===== src/rtl/program_ram_if.sv =====
// Bus bundle for program_ram: CPU read/write port, loader stream port and status.
//   master : CPU/loader side (drives addresses, data, strobes; sees dout/status)
//   slave  : memory side
interface program_ram_if #(
  parameter int unsigned ADDR_WIDTH = 8,
  parameter int unsigned DATA_WIDTH = 12
);
  logic [ADDR_WIDTH-1:0] cpu_addr;
  logic [DATA_WIDTH-1:0] cpu_din;
  logic                  cpu_write_en;
  logic [DATA_WIDTH-1:0] cpu_dout;
  logic                  cpu_hold;
  logic                  busy;
  logic                  load_start;
  logic [ADDR_WIDTH-1:0] load_base;
  logic [ADDR_WIDTH:0]   load_count;
  logic                  load_valid;
  logic [DATA_WIDTH-1:0] load_data;
  logic                  load_ready;
  logic                  load_done;

  modport master (
    output cpu_addr, cpu_din, cpu_write_en, load_start, load_base, load_count, load_valid,
           load_data,
    input  cpu_dout, cpu_hold, busy, load_ready, load_done
  );

  modport slave (
    input  cpu_addr, cpu_din, cpu_write_en, load_start, load_base, load_count, load_valid,
           load_data,
    output cpu_dout, cpu_hold, busy, load_ready, load_done
  );
endinterface


===== src/rtl/program_ram.sv =====
// Parametrised single-clock program memory.
//   clk, reset : clock and synchronous active-high reset
//   bus        : program_ram_if.slave
//     cpu_*    : CPU read/write port, registered read (read-before-write)
//     load_*   : valid/ready loader that streams words into a wrapping address window
//     busy     : sequencer in clear or load; cpu_hold mirrors it
// After reset the sequencer optionally clears the whole array, one word per cycle.
module program_ram #(
  parameter int unsigned          ADDR_WIDTH     = 8,
  parameter int unsigned          DATA_WIDTH     = 12,
  parameter bit                   CLEAR_ON_RESET = 1'b1,
  parameter logic [DATA_WIDTH-1:0] CLEAR_VALUE   = '0
) (
  input logic          clk,
  input logic          reset,
  program_ram_if.slave bus
);
  localparam int unsigned Depth = 2 ** ADDR_WIDTH;

  typedef enum logic [1:0] {StClear, StIdle, StLoad} state_e;

  state_e                state_q, state_d;
  logic [ADDR_WIDTH-1:0] clr_q, clr_d;
  logic [ADDR_WIDTH-1:0] base_q, base_d;
  logic [ADDR_WIDTH:0]   count_q, count_d;
  logic [ADDR_WIDTH:0]   index_q, index_d;
  logic [ADDR_WIDTH:0]   index_inc;
  logic                  done_q, done_d;
  logic [DATA_WIDTH-1:0] dout_q;

  logic [DATA_WIDTH-1:0] mem [Depth];

  logic                  we;
  logic [ADDR_WIDTH-1:0] waddr;
  logic [DATA_WIDTH-1:0] wdata;

  always_comb begin
    state_d   = state_q;
    clr_d     = clr_q;
    base_d    = base_q;
    count_d   = count_q;
    index_d   = index_q;
    done_d    = 1'b0;
    we        = 1'b0;
    waddr     = bus.cpu_addr;
    wdata     = bus.cpu_din;
    index_inc = index_q + 1'b1;

    unique case (state_q)
      StClear: begin
        we    = 1'b1;
        waddr = clr_q;
        wdata = CLEAR_VALUE;
        clr_d = clr_q + 1'b1;
        if (&clr_q) state_d = StIdle;
      end
      StIdle: begin
        we = bus.cpu_write_en;
        if (bus.load_start) begin
          base_d  = bus.load_base;
          count_d = bus.load_count;
          index_d = '0;
          // An empty load completes immediately without leaving idle.
          if (bus.load_count == '0) done_d = 1'b1;
          else                      state_d = StLoad;
        end
      end
      StLoad: begin
        // Address wraps naturally through the ADDR_WIDTH-bit sum.
        waddr = base_q + index_q[ADDR_WIDTH-1:0];
        wdata = bus.load_data;
        if (bus.load_valid) begin
          we      = 1'b1;
          index_d = index_inc;
          if (index_inc == count_q) begin
            state_d = StIdle;
            done_d  = 1'b1;
          end
        end
      end
      default: state_d = StIdle;
    endcase
  end

  always_ff @(posedge clk) begin
    if (reset) begin
      state_q <= CLEAR_ON_RESET ? StClear : StIdle;
      clr_q   <= '0;
      base_q  <= '0;
      count_q <= '0;
      index_q <= '0;
      done_q  <= 1'b0;
      dout_q  <= '0;
    end else begin
      state_q <= state_d;
      clr_q   <= clr_d;
      base_q  <= base_d;
      count_q <= count_d;
      index_q <= index_d;
      done_q  <= done_d;
      // Read uses the pre-edge array contents, so a same-address write returns the old word.
      if (state_q == StIdle) dout_q <= mem[bus.cpu_addr];
    end
  end

  // Reset aborts any in-flight clear/load write on the reset edge itself.
  always_ff @(posedge clk) begin
    if (we && !reset) mem[waddr] <= wdata;
  end

  assign bus.busy       = (state_q != StIdle);
  assign bus.cpu_hold   = bus.busy;
  assign bus.load_ready = (state_q == StLoad);
  assign bus.load_done  = done_q;
  assign bus.cpu_dout   = dout_q;
endmodule

===== src/flat_wrapper.sv =====
// flat-port wrapper written by rule: the top's interface ports become plain ports
module program_ram_flat 
#(
  parameter int unsigned          ADDR_WIDTH     = 8,
  parameter int unsigned          DATA_WIDTH     = 12,
  parameter bit                   CLEAR_ON_RESET = 1'b1,
  parameter logic [DATA_WIDTH-1:0] CLEAR_VALUE   = '0
)
  (clk, reset, bus_cpu_addr, bus_cpu_din, bus_cpu_write_en, bus_load_start, bus_load_base, bus_load_count, bus_load_valid, bus_load_data, bus_cpu_dout, bus_cpu_hold, bus_busy, bus_load_ready, bus_load_done);
  program_ram_if #(.ADDR_WIDTH(ADDR_WIDTH), .DATA_WIDTH(DATA_WIDTH)) bus_i ();
  input logic clk;
  input logic reset;
  input wire logic [$bits(bus_i.cpu_addr)-1:0] bus_cpu_addr;
  input wire logic [$bits(bus_i.cpu_din)-1:0] bus_cpu_din;
  input wire logic [$bits(bus_i.cpu_write_en)-1:0] bus_cpu_write_en;
  input wire logic [$bits(bus_i.load_start)-1:0] bus_load_start;
  input wire logic [$bits(bus_i.load_base)-1:0] bus_load_base;
  input wire logic [$bits(bus_i.load_count)-1:0] bus_load_count;
  input wire logic [$bits(bus_i.load_valid)-1:0] bus_load_valid;
  input wire logic [$bits(bus_i.load_data)-1:0] bus_load_data;
  output wire logic [$bits(bus_i.cpu_dout)-1:0] bus_cpu_dout;
  output wire logic [$bits(bus_i.cpu_hold)-1:0] bus_cpu_hold;
  output wire logic [$bits(bus_i.busy)-1:0] bus_busy;
  output wire logic [$bits(bus_i.load_ready)-1:0] bus_load_ready;
  output wire logic [$bits(bus_i.load_done)-1:0] bus_load_done;
  assign bus_i.cpu_addr = bus_cpu_addr;
  assign bus_i.cpu_din = bus_cpu_din;
  assign bus_i.cpu_write_en = bus_cpu_write_en;
  assign bus_i.load_start = bus_load_start;
  assign bus_i.load_base = bus_load_base;
  assign bus_i.load_count = bus_load_count;
  assign bus_i.load_valid = bus_load_valid;
  assign bus_i.load_data = bus_load_data;
  assign bus_cpu_dout = bus_i.cpu_dout;
  assign bus_cpu_hold = bus_i.cpu_hold;
  assign bus_busy = bus_i.busy;
  assign bus_load_ready = bus_i.load_ready;
  assign bus_load_done = bus_i.load_done;
  program_ram #(.ADDR_WIDTH(ADDR_WIDTH), .DATA_WIDTH(DATA_WIDTH), .CLEAR_ON_RESET(CLEAR_ON_RESET), .CLEAR_VALUE(CLEAR_VALUE)) u_core (.clk(clk), .reset(reset), .bus(bus_i));
endmodule

===== config.mk =====
export PLATFORM = sky130hd
export DESIGN_NAME = program_ram_flat
export DESIGN_NICKNAME = d
export VERILOG_FILES = /design/src/rtl/program_ram_if.sv /design/src/rtl/program_ram.sv /design/src/flat_wrapper.sv
export SDC_FILE = /design/constraint.sdc
export NUM_CORES = 2
export LEC_CHECK = 0
export ABC_AREA = 1
export CORE_UTILIZATION = 45
export CTS_CLUSTER_SIZE = 30
export DETAILED_ROUTE_END_ITERATION = 8
export PLACE_DENSITY = 0.62
export SYNTH_ARGS = -nofsm -noshare
export SYNTH_HDL_FRONTEND = slang
export SYNTH_SLANG_ARGS = --single-unit

===== constraint.sdc =====
create_clock -name clk -period 12.2 [get_ports clk]
set_input_delay 3.66 -clock clk [delete_from_list [all_inputs] [get_ports clk]]
set_output_delay 3.66 -clock clk [all_outputs]
set_load 0.02 [all_outputs]

==> reports/metrics.csv <==
stage,metric,value,unit
setup_path,CP max stage cell,buf_4,
floorplan,num rows,194,
placed_design,DP Cell Count,13900,
layout,layout cells sized above 1,0.0765,
pwr,Final Power,22500,uW
placed_design,PortBufs,69,
timing,setup_tns,0,ns
clock_network,Root Driver,clkbuf_16,
timing,slack of the critical path,4.92,ns
detailed_routing,first-pass detailed-route iteration total,8,
timing,final-report hold violation count,0,
timing,final worst-path cycle share,0.597,
synthesis,ys flop type,edfxtp_1,
setup_path,most frequent CP cell,nand3_1,
timing,RSZ-0062 raised after global routing,false,
grt,vias in the first global route,79800,
synthesis,Mapped Nets,10800,
timing,clock skew,0.0555,ns
floorplan,Ports,70,
clock_network,worst skew pair latency,0.91,ns
layout,Filler cells,23700,
clock_network,clk sink count,3121,
synthesis,top cell type by total area after synthesis,edfxtp_1,
setup_path,Crit. End Element,flip-flop,
synthesis,Post-Syn Area,0.127,mm2
grt,total track usage,0.250,
layout,P&R area growth vs syn,11.6,%
clock_network,"CTS clk-pin slew, worst paths",0.06,ns
clock_network,TritonCTS buffer count,326,
setup_path,Max stage delay on crit path,0.80,ns
synthesis,Synth area leaders,"edfxtp_1 (73%), nand3_1 (12%), nand2_1 (9.5%), buf_2 (1.9%), dfxtp_1 (0.77%)",
layout,Post-layout nets,10600,
detailed_routing,routed wire length,363000,um
timing,Worst Tran Pin Value,1.46,ns
pwr,VDD IR-drop max,116,uV
worst_hold_path,path category of the worst min-delay check,flip-flop to flip-flop,
timing,Final Max Slew Viols,0,
floorplan,Die Wd,533,um
timing,Max Freq,137,MHz
layout,sequential cell area,0.0932,mm2
layout,"most common cell after layout, fill and taps aside",nand2_1,
timing,final hold slack,0.481,ns
floorplan,die height,533,um
clock_network,Max Root-Sink Buffers,4,
timing,fin crit period,7.28,ns
outcome,status,finished clean,
setup_path,CP arrival,8.06,ns
synthesis,number of flops mapped to enable cells by yosys,3072,
timing,Slew headroom,0.0286,
floorplan,Die ar.,0.284,mm2
detailed_routing,via density per instance,5.82,
placed_design,GPL Wtd Cong,0.871,
synthesis,Avg Inst Size Synth,11.9,um2
detailed_routing,DR WL/cell,25.0,um
setup_path,CP Data Required Time,12.97,ns
detailed_routing,drt drc,0,
grt,initial antenna violation count,7,
floorplan,core area,0.280,mm2
grt,GRT overflow,0,
setup_path,worst setup path startpoint,bus_cpu_addr[1],
clock_network,"Setup Fix Bufs, Post-CTS",0,
clock_network,CTS H-tree lvls,5,
timing,final setup fails,0,
layout,multi-input logic area,0.0306,mm2
floorplan,Initial Util,0.453,
job,Max Cap Viol,0,
setup_path,CP Max Fanout,94,
pwr,Leak,0.0481,uW
placed_design,Place WS,4.04,ns
synthesis,Yosys top cell area share,0.727,
layout,final std cells w/o fill,14500,
synthesis,register area share after synthesis,0.735,
detailed_routing,routed vias,84600,
synthesis,Cell variety after synth,43,
setup_path,cell chain of the critical path,buf_8 -> buf_4 -> buf_4 -> buf_4 -> nand3_1 -> nand3_1 -> nand3_1 -> nand3_1 -> nand3_1 -> nand3_1 -> nand2_1 -> nand2_1 -> nand3_1 -> nand2_1 -> inv_1,
pwr,PD cells,159,mW/mm2
placed_design,DP HPWL,193000,um
detailed_routing,Routed Antenna Nets,0,
synthesis,async set or reset register ratio after synthesis,0,
clock_network,post-CTS sizing,0,
setup_path,CP startpoint kind,input port,
clock_network,CTS tree,yes,
detailed_routing,DR iter-0 viols,11000,
clock_network,CTS Hold Bufs,0,
synthesis,synth warn,0,
setup_path,FF-to-FF Start,u_core.state_q[0],
setup_path,Setup CP Type,input port to flip-flop,
worst_hold_path,hold path start,u_core.count_q[5],
layout,"commonest non-fill, non-tap cells in the layout","nand2_1 (3213), edfxtp_1 (3072), nand3_1 (3053)",
grt,first-pass GRT wire length,534000,um
grt,pin count of the biggest net entering global routing,202,
synthesis,Seq cells post-synth,3121,
synthesis,Mapped Cells,10700,
## state kept, by name, indices dropped and copies added, names as in the netlist
signal / count
u_core.clr_q: 8
u_core.mem: 3072
u_core.index_q: 9
u_core.bus.cpu_dout: 12
u_core.base_q: 8
u_core.state_q: 2
u_core.bus.load_done: 1
u_core.count_q: 9
## kinds of logic (layout without fill, tap and decap cells)
family / after synthesis / in the layout / share of synthesized area
fa+ha+maj: 14 / 14 / 0.00144
buf+inv: 811 / 923 / 0.0297
flops: 3121 / 3121 / 0.735
other cells: 0 / 3 / 0
xor+xnor: 5 / 5 / 0.000345
compound gates: 83 / 83 / 0.00413
simple gates: 6657 / 6657 / 0.230
## path summary, 6_finish.rpt
path,slack [ns],end,cells after the start
min reg2reg,0.48,u_core.count_q[5],2
max reg2reg,7.03,u_core.mem[71][0],11
max,4.92,u_core.bus.cpu_dout[2],15
min,0.48,u_core.count_q[5],2
## per-stage QoR
step	cell area [um2]	util
floorplan	127000	-
global placement	131000	0.469
detailed placement	131000	0.469
CTS	142000	0.506
global route	142000	0.506
finish	142000	0.506
## cell usage after synthesis (all sizes together), types with 2 or more instances
cell type,instances
a21oi,31
a22o,12
a22oi,3
buf,564
clkbuf,177
dfxtp,49
edfxtp,3072
ha,13
inv,70
nand2,3240
nand3,3055
nand3b,2
nand4,5
nor2,212
nor3,138
o21ai,29
o221ai,2
or2,4
xor2,4
## power breakdown
group	total, uW	switching [uW]	internal (uW)
clock	9710	4100	5610
sequential	11600	2.39	11600
combinational	1150	846	303
total	22500	4950	17500
## layer usage
metal | global-route usage | wire [um] | up-vias
met5 | 0 | 13 | -
met2 | 0.387 | 166000 | 4350
met1 | 0.353 | 147000 | 41700
met4 | 0.103 | 16300 | 2
li1 | - | - | 37900
met3 | 0.0402 | 33500 | 733
## area by class of cell
cell class,instances,share of cell area
diodes,3,0.0000530
clock inverters,183,0.0119
multi-input cells,6759,0.216
flip-flops and latches,3121,0.658
well taps,3724,0.0329
inverters,70,0.00213
repair buffers,273,0.0178
clock buffers,397,0.0608
## worst max-delay path: cells and delay by family
kind                   cells  cell delay [ns]
AND/OR/NAND/NOR           10             1.41
buffers and inverters      5             2.84
(Power assumes the default switching activity.)
